### src/rtl/spi_ram_ctrl.sv
// RAM controller behind the SPI slave: decodes 10-bit command words, writes RAM,
// and returns read bytes on tx_data with tx_valid held for TX_HOLD cycles.
module spi_ram_ctrl #(
    parameter int unsigned MEM_DEPTH = 256,
    parameter int unsigned ADDR_SIZE = 8,
    parameter int unsigned TX_HOLD   = 10,
    parameter int unsigned AUTO_INC  = 0
) (
    input  logic       clk,
    input  logic       rst_n,
    input  logic [9:0] rx_data,
    input  logic       rx_valid,
    output logic [7:0] tx_data,
    output logic       tx_valid,
    output logic       cmd_drop
);

    localparam int unsigned         CNT_W     = (TX_HOLD > 1) ? $clog2(TX_HOLD) : 1;
    localparam logic [ADDR_SIZE:0]  DEPTH     = (ADDR_SIZE + 1)'(MEM_DEPTH);
    localparam logic [ADDR_SIZE:0]  LAST      = (ADDR_SIZE + 1)'(MEM_DEPTH - 1);
    localparam logic [CNT_W-1:0]    HOLD_LOAD = CNT_W'(TX_HOLD - 1);

    typedef enum logic [1:0] {
        S_IDLE,
        S_READ,
        S_HOLD
    } state_t;

    state_t                 r_state;
    logic                   r_rx_valid_q;
    logic [ADDR_SIZE-1:0]   r_wr_addr;
    logic [ADDR_SIZE-1:0]   r_rd_addr;
    logic [CNT_W-1:0]       r_cnt;
    logic [7:0]             r_mem [MEM_DEPTH];

    logic                   w_edge;
    logic [1:0]             w_cmd;
    logic                   w_wr_in_range;
    logic                   w_rd_in_range;
    logic [ADDR_SIZE-1:0]   w_wr_next;
    logic [ADDR_SIZE-1:0]   w_rd_next;
    logic [7:0]             w_rd_word;
    logic                   w_mem_we;

    always_comb begin
        w_edge        = rx_valid & ~r_rx_valid_q;
        w_cmd         = rx_data[9:8];
        w_wr_in_range = {1'b0, r_wr_addr} < DEPTH;
        w_rd_in_range = {1'b0, r_rd_addr} < DEPTH;
        w_wr_next     = ({1'b0, r_wr_addr} >= LAST) ? '0 : r_wr_addr + ADDR_SIZE'(1);
        w_rd_next     = ({1'b0, r_rd_addr} >= LAST) ? '0 : r_rd_addr + ADDR_SIZE'(1);
        w_rd_word     = w_rd_in_range ? r_mem[r_rd_addr] : '0;
        w_mem_we      = (r_state == S_IDLE) && w_edge && (w_cmd == 2'b01) && w_wr_in_range;
    end

    // RAM has no reset so its contents survive rst_n.
    always_ff @(posedge clk) begin
        if (w_mem_we) begin
            r_mem[r_wr_addr] <= rx_data[7:0];
        end
    end

    always_ff @(posedge clk or negedge rst_n) begin
        if (!rst_n) begin
            r_state      <= S_IDLE;
            r_rx_valid_q <= 1'b0;
            r_wr_addr    <= '0;
            r_rd_addr    <= '0;
            r_cnt        <= '0;
            tx_data      <= '0;
            tx_valid     <= 1'b0;
            cmd_drop     <= 1'b0;
        end else begin
            r_rx_valid_q <= rx_valid;
            cmd_drop     <= 1'b0;
            case (r_state)
                S_IDLE: begin
                    if (w_edge) begin
                        case (w_cmd)
                            2'b00: r_wr_addr <= rx_data[ADDR_SIZE-1:0];
                            2'b01: begin
                                if (AUTO_INC != 0) begin
                                    r_wr_addr <= w_wr_next;
                                end
                            end
                            2'b10: r_rd_addr <= rx_data[ADDR_SIZE-1:0];
                            default: r_state <= S_READ;
                        endcase
                    end
                end
                S_READ: begin
                    if (w_edge) begin
                        cmd_drop <= 1'b1;
                    end
                    tx_data  <= w_rd_word;
                    tx_valid <= 1'b1;
                    r_cnt    <= HOLD_LOAD;
                    if (AUTO_INC != 0) begin
                        r_rd_addr <= w_rd_next;
                    end
                    r_state  <= S_HOLD;
                end
                S_HOLD: begin
                    // An edge on the final hold cycle is still a busy drop.
                    if (w_edge) begin
                        cmd_drop <= 1'b1;
                    end
                    if (r_cnt == '0) begin
                        tx_valid <= 1'b0;
                        r_state  <= S_IDLE;
                    end else begin
                        r_cnt <= r_cnt - CNT_W'(1);
                    end
                end
                default: r_state <= S_IDLE;
            endcase
        end
    end

endmodule

### config.mk
export PLATFORM = sky130hd
export DESIGN_NAME = spi_ram_ctrl
export DESIGN_NICKNAME = d
export VERILOG_FILES = /design/src/rtl/spi_ram_ctrl.sv
export SDC_FILE = /design/constraint.sdc
export NUM_CORES = 2
export LEC_CHECK = 0
export BUFFER_PORTS_ARGS = -buffer_cell sky130_fd_sc_hd__clkbuf_2
export CORE_MARGIN = 2
export CORE_UTILIZATION = 50
export CTS_BUF_LIST = sky130_fd_sc_hd__clkbuf_4
export CTS_CLUSTER_DIAMETER = 200
export DETAILED_ROUTE_END_ITERATION = 8
export PLACE_DENSITY = 0.65
export SETUP_SLACK_MARGIN = 0.1
export SLEW_MARGIN = 5
export SYNTH_ARGS = -nofsm -noshare
export SYNTH_HDL_FRONTEND = slang
export SYNTH_SLANG_ARGS = --single-unit
### constraint.sdc
create_clock -name clk -period 3.7 [get_ports clk]
set_clock_uncertainty 0.1 [all_clocks]
set_input_delay 1.11 -clock clk [delete_from_list [all_inputs] [get_ports clk]]
set_output_delay 1.11 -clock clk [all_outputs]
set_load 0.005 [all_outputs]
==> results.json <==
{
  "start_util_pct": 50.52,
  "synth.cell_area_um2": 81300,
  "routedWlPerCell_um": 28.02,
  "hold_end": "r_mem[203][4]$_DFFE_PP_",
  "areaGrowthSynthToFinish_pct": 15.39,
  "insertion_delay_ns": 1.33,
  "switching_share_pct": 31.19,
  "ctsHtreeMaxLevel": 6,
  "crit_fanout": 19,
  "layout.nets": 4918,
  "cts.sinks": 2081,
  "num-fill-cells": 11970,
  "max_stage_delay_ns": 0.64,
  "cp.arrival_ns": 4.76,
  "worst_slew_pin_slew_ns": 1.094,
  "end_kind": "register",
  "slowest_stage": "dfrtp_2",
  "wirelength_um": 208200,
  "ctsLongestPathBuffers": 4,
  "internal_power_mw": 43.43,
  "fmax_mhz": 276.4,
  "dp_hpwl_um": 130400,
  "status": "finished, final reports clean",
  "rows": 147,
  "globalplace.congestion": 0.8993,
  "avgSynthCellArea_um2": 20.21,
  "hp-class": "input port to register",
  "seq_power_share_pct": 42.0,
  "drtPass1Iterations": 5,
  "io_buffers": 22,
  "vdd_drop_max_uv": 461.8,
  "drt_iter0_markers": 4875,
  "drc": 0,
  "coreArea_um2": 160900,
  "final_cell_mix": "edfxtp_1 (2048), clkbuf_4 (777), buf_4 (484)",
  "dpl.cell_count": 6507,
  "synth_warnings": 0,
  "grt_pass1_wl_um": 302900,
  "drtAntennaViolNets": 0,
  "path_clk_slew_ns": 0.07,
  "max_cap_viol_count": 0,
  "path_delay_family": "simple AND/OR/NAND/NOR gates",
  "async_flop_share_pct": 1.586,
  "crit_chain": "buf_4 -> and2_2 -> a22oi_1 -> and3_1 -> a21oi_1 -> nand4_1 -> nand3_1",
  "grt_pass1_vias": 45010,
  "die_x_um": 407.2,
  "cp_num_buf_inv": 1,
  "rsz0062_at_grt": "false",
  "drive_gt1_share_pct": 33.76,
  "synth_edf_count": 2048,
  "multi_input_area_um2": 17210,
  "place_ws_ns": -0.08507,
  "reg2regPathDepth": 7,
  "combPwrFrac_pct": 27.8,
  "grt_max_degree": 100,
  "p_switching_mw": 19.68,
  "rr_startpoint": "r_rd_addr[2]$_DFFE_PN0P_",
  "critPathKind": "register to register",
  "rr_endpoint": "tx_data[1]$_DFFE_PN0P_",
  "hold_violations": 0,
  "slew-limit-headroom_pct": 26.89,
  "cp.required_ns": 4.85,
  "worst_setup_path_start_kind": "register",
  "antenna_found_initial": 7,
  "instances_no_fill": 7428,
  "period_share_pct": 97.80,
  "vias": 44190,
  "netlist_instances": 4023,
  "holdCritStartpoint": "rx_data[4]",
  "viasPerCell": 5.950,
  "synth_fp_nets": 4041,
  "synth-seq-cells": 2081,
  "regArea_um2": 62340,
  "min_path_cells": 1,
  "finalCriticalPeriod_ns": 3.619,
  "setup_tns_ns": 0,
  "r2r_slack_ns": 0.08,
  "final_common_cell": "edfxtp_1",
  "fin_ws_ns": 0.08146,
  "ioPinCount": 23,
  "cts_tree": "built",
  "die_h_um": 407.2,
  "drv_slew": 0,
  "power.leakage_nw": 31.22,
  "cts_buffers": 544,
  "netlist-cell-type-count": 78,
  "overflow": 0,
  "yosys_most_used_dff": "edfxtp_1",
  "cts_root_buf": "clkbuf_4",
  "power.density_nw_per_um2": 672.7,
  "seq_area_frac_synth_pct": 76.66,
  "setup_viol": 0,
  "dieArea_um2": 165800,
  "power_frac_clock_pct": 30.1,
  "grt_use_total_pct": 25.10
}
## cell usage after synthesis, drive strengths merged (10+ instances only)
cell	count	share of area [%]
a2111oi	18	0.22
a211o	11	0.12
a211oi	42	0.39
a21oi	42	0.26
a22oi	70	0.65
a31oi	17	0.13
buf	157	1.8
clkbuf	76	0.37
dfrtp	33	1.0
edfxtp	2048	76
mux2	15	0.21
mux2i	299	3.7
mux4	368	10
nand2	140	0.65
nand3	45	0.28
nor2	299	1.4
nor2b	10	0.077
nor3	17	0.10
nor4	10	0.077
o21ai	33	0.20
o221ai	54	0.59
o22ai	113	0.87
## sequential cells by signal, summed over array words and instances (netlist names)
name          count
r_rd_addr         8
cmd_drop          1
r_rx_valid_q      1
tx_data           8
r_state           2
r_cnt             4
r_mem          2048
r_wr_addr         8
tx_valid          1
## area by class of cell
class                      count  area share (%)
sequential                  2081           66.45
tap                         2160           2.881
timing repair buffer         565           5.312
multi-input combinational   1697           18.34
clock inverter               129          0.7296
inverter                      11         0.04535
antenna                        8         0.02134
clock buffer                 777           6.218
## worst register-to-register path: cells and delay by family (launching register included)
| kind | cells | cell delay (ns) |
|---|---|---|
| AND/OR/NAND/NOR | 4 | 1.60 |
| AO/OA/AOI/OAI | 2 | 0.77 |
| flip-flops | 1 | 0.64 |
| buffers and inverters | 1 | 0.44 |
## layer usage
layer | vias up | GRT usage, % | share of wire [%]
met4 | 4 | 9.762 | 3.2
met1 | 22790 | 34.13 | 40
li1 | 18760 | - | -
met3 | 381 | 6.064 | 9.0
met5 | - | 0 | 0.016
met2 | 2260 | 39.49 | 48
## power by group through the flow
| stage | sequential [mW] | clock, mW | combinational [mW] |
|---|---|---|---|
| finish | 26.5 | 19.0 | 17.6 |
| floorplan | 26.7 | 0 | 11.6 |
| detailed placement | 27.0 | 0 | 17.4 |
| global route | 26.5 | 20.7 | 18.4 |
| CTS | 26.5 | 19.5 | 17.5 |
| global placement | 27.0 | 0 | 17.3 |
## metrics by stage
stage / hold slack (ns) / total power, mW / util (%) / area [µm²]
2_1_floorplan: 0.3677 / 38.28 / - / 81300
6_report: 0.1400 / 63.11 / 58.29 / 93810
3_5_place_dp: 0.4001 / 44.43 / 54.16 / 87160
5_1_grt: 0.04757 / 65.63 / 58.28 / 93800
4_1_cts: 0.01609 / 63.53 / 58.26 / 93770
3_3_place_gp: 0.3960 / 44.35 / 54.16 / 87160
## worst max-delay path by stage
stage | startpoint | end | slack [ns] | depth (start not counted)
6_report | r_rd_addr[2]$_DFFE_PN0P_ | tx_data[1]$_DFFE_PN0P_ | 0.08 | 7
5_1_grt | r_rd_addr[0]$_DFFE_PN0P_ | tx_data[0]$_DFFE_PN0P_ | 0.11 | 10
4_1_cts | r_rd_addr[1]$_DFFE_PN0P_ | tx_data[1]$_DFFE_PN0P_ | 0.11 | 8
3_5_place_dp | r_rd_addr[2]$_DFFE_PN0P_ | tx_data[3]$_DFFE_PN0P_ | -0.09 | 8
3_3_place_gp | r_rd_addr[2]$_DFFE_PN0P_ | tx_data[3]$_DFFE_PN0P_ | -0.06 | 8
2_1_floorplan | rx_valid | r_mem[221][0]$_DFFE_PP_ | 0.46 | 8
## logic make-up (layout without fill, tap and decap cells)
| logic type | after synthesis | count (layout) | synth area share [%] |
|---|---|---|---|
| AND/OR/NAND/NOR | 567 | 567 | 2.970 |
| buffers and inverters | 245 | 1482 | 2.256 |
| XOR/XNOR | 2 | 2 | 0.02155 |
| other | 0 | 8 | 0 |
| adder cells (fa/ha/maj) | 5 | 5 | 0.07695 |
| multiplexers | 682 | 682 | 14.15 |
| flip-flops | 2081 | 2081 | 76.66 |
| AO/OA/AOI/OAI | 441 | 441 | 3.861 |
## timing repair
| action | CTS | global route |
|---|---|---|
| hold buffers | 2 | 0 |
| buffers inserted | 4 | 1 |
| endpoints found under the setup margin | 5 | 4 |
| endpoints found under the hold margin | 26 | 0 |
| pin swaps | 0 | 0 |
| gates resized for setup | 5 | 2 |
Power figures use the tool's default switching activity.
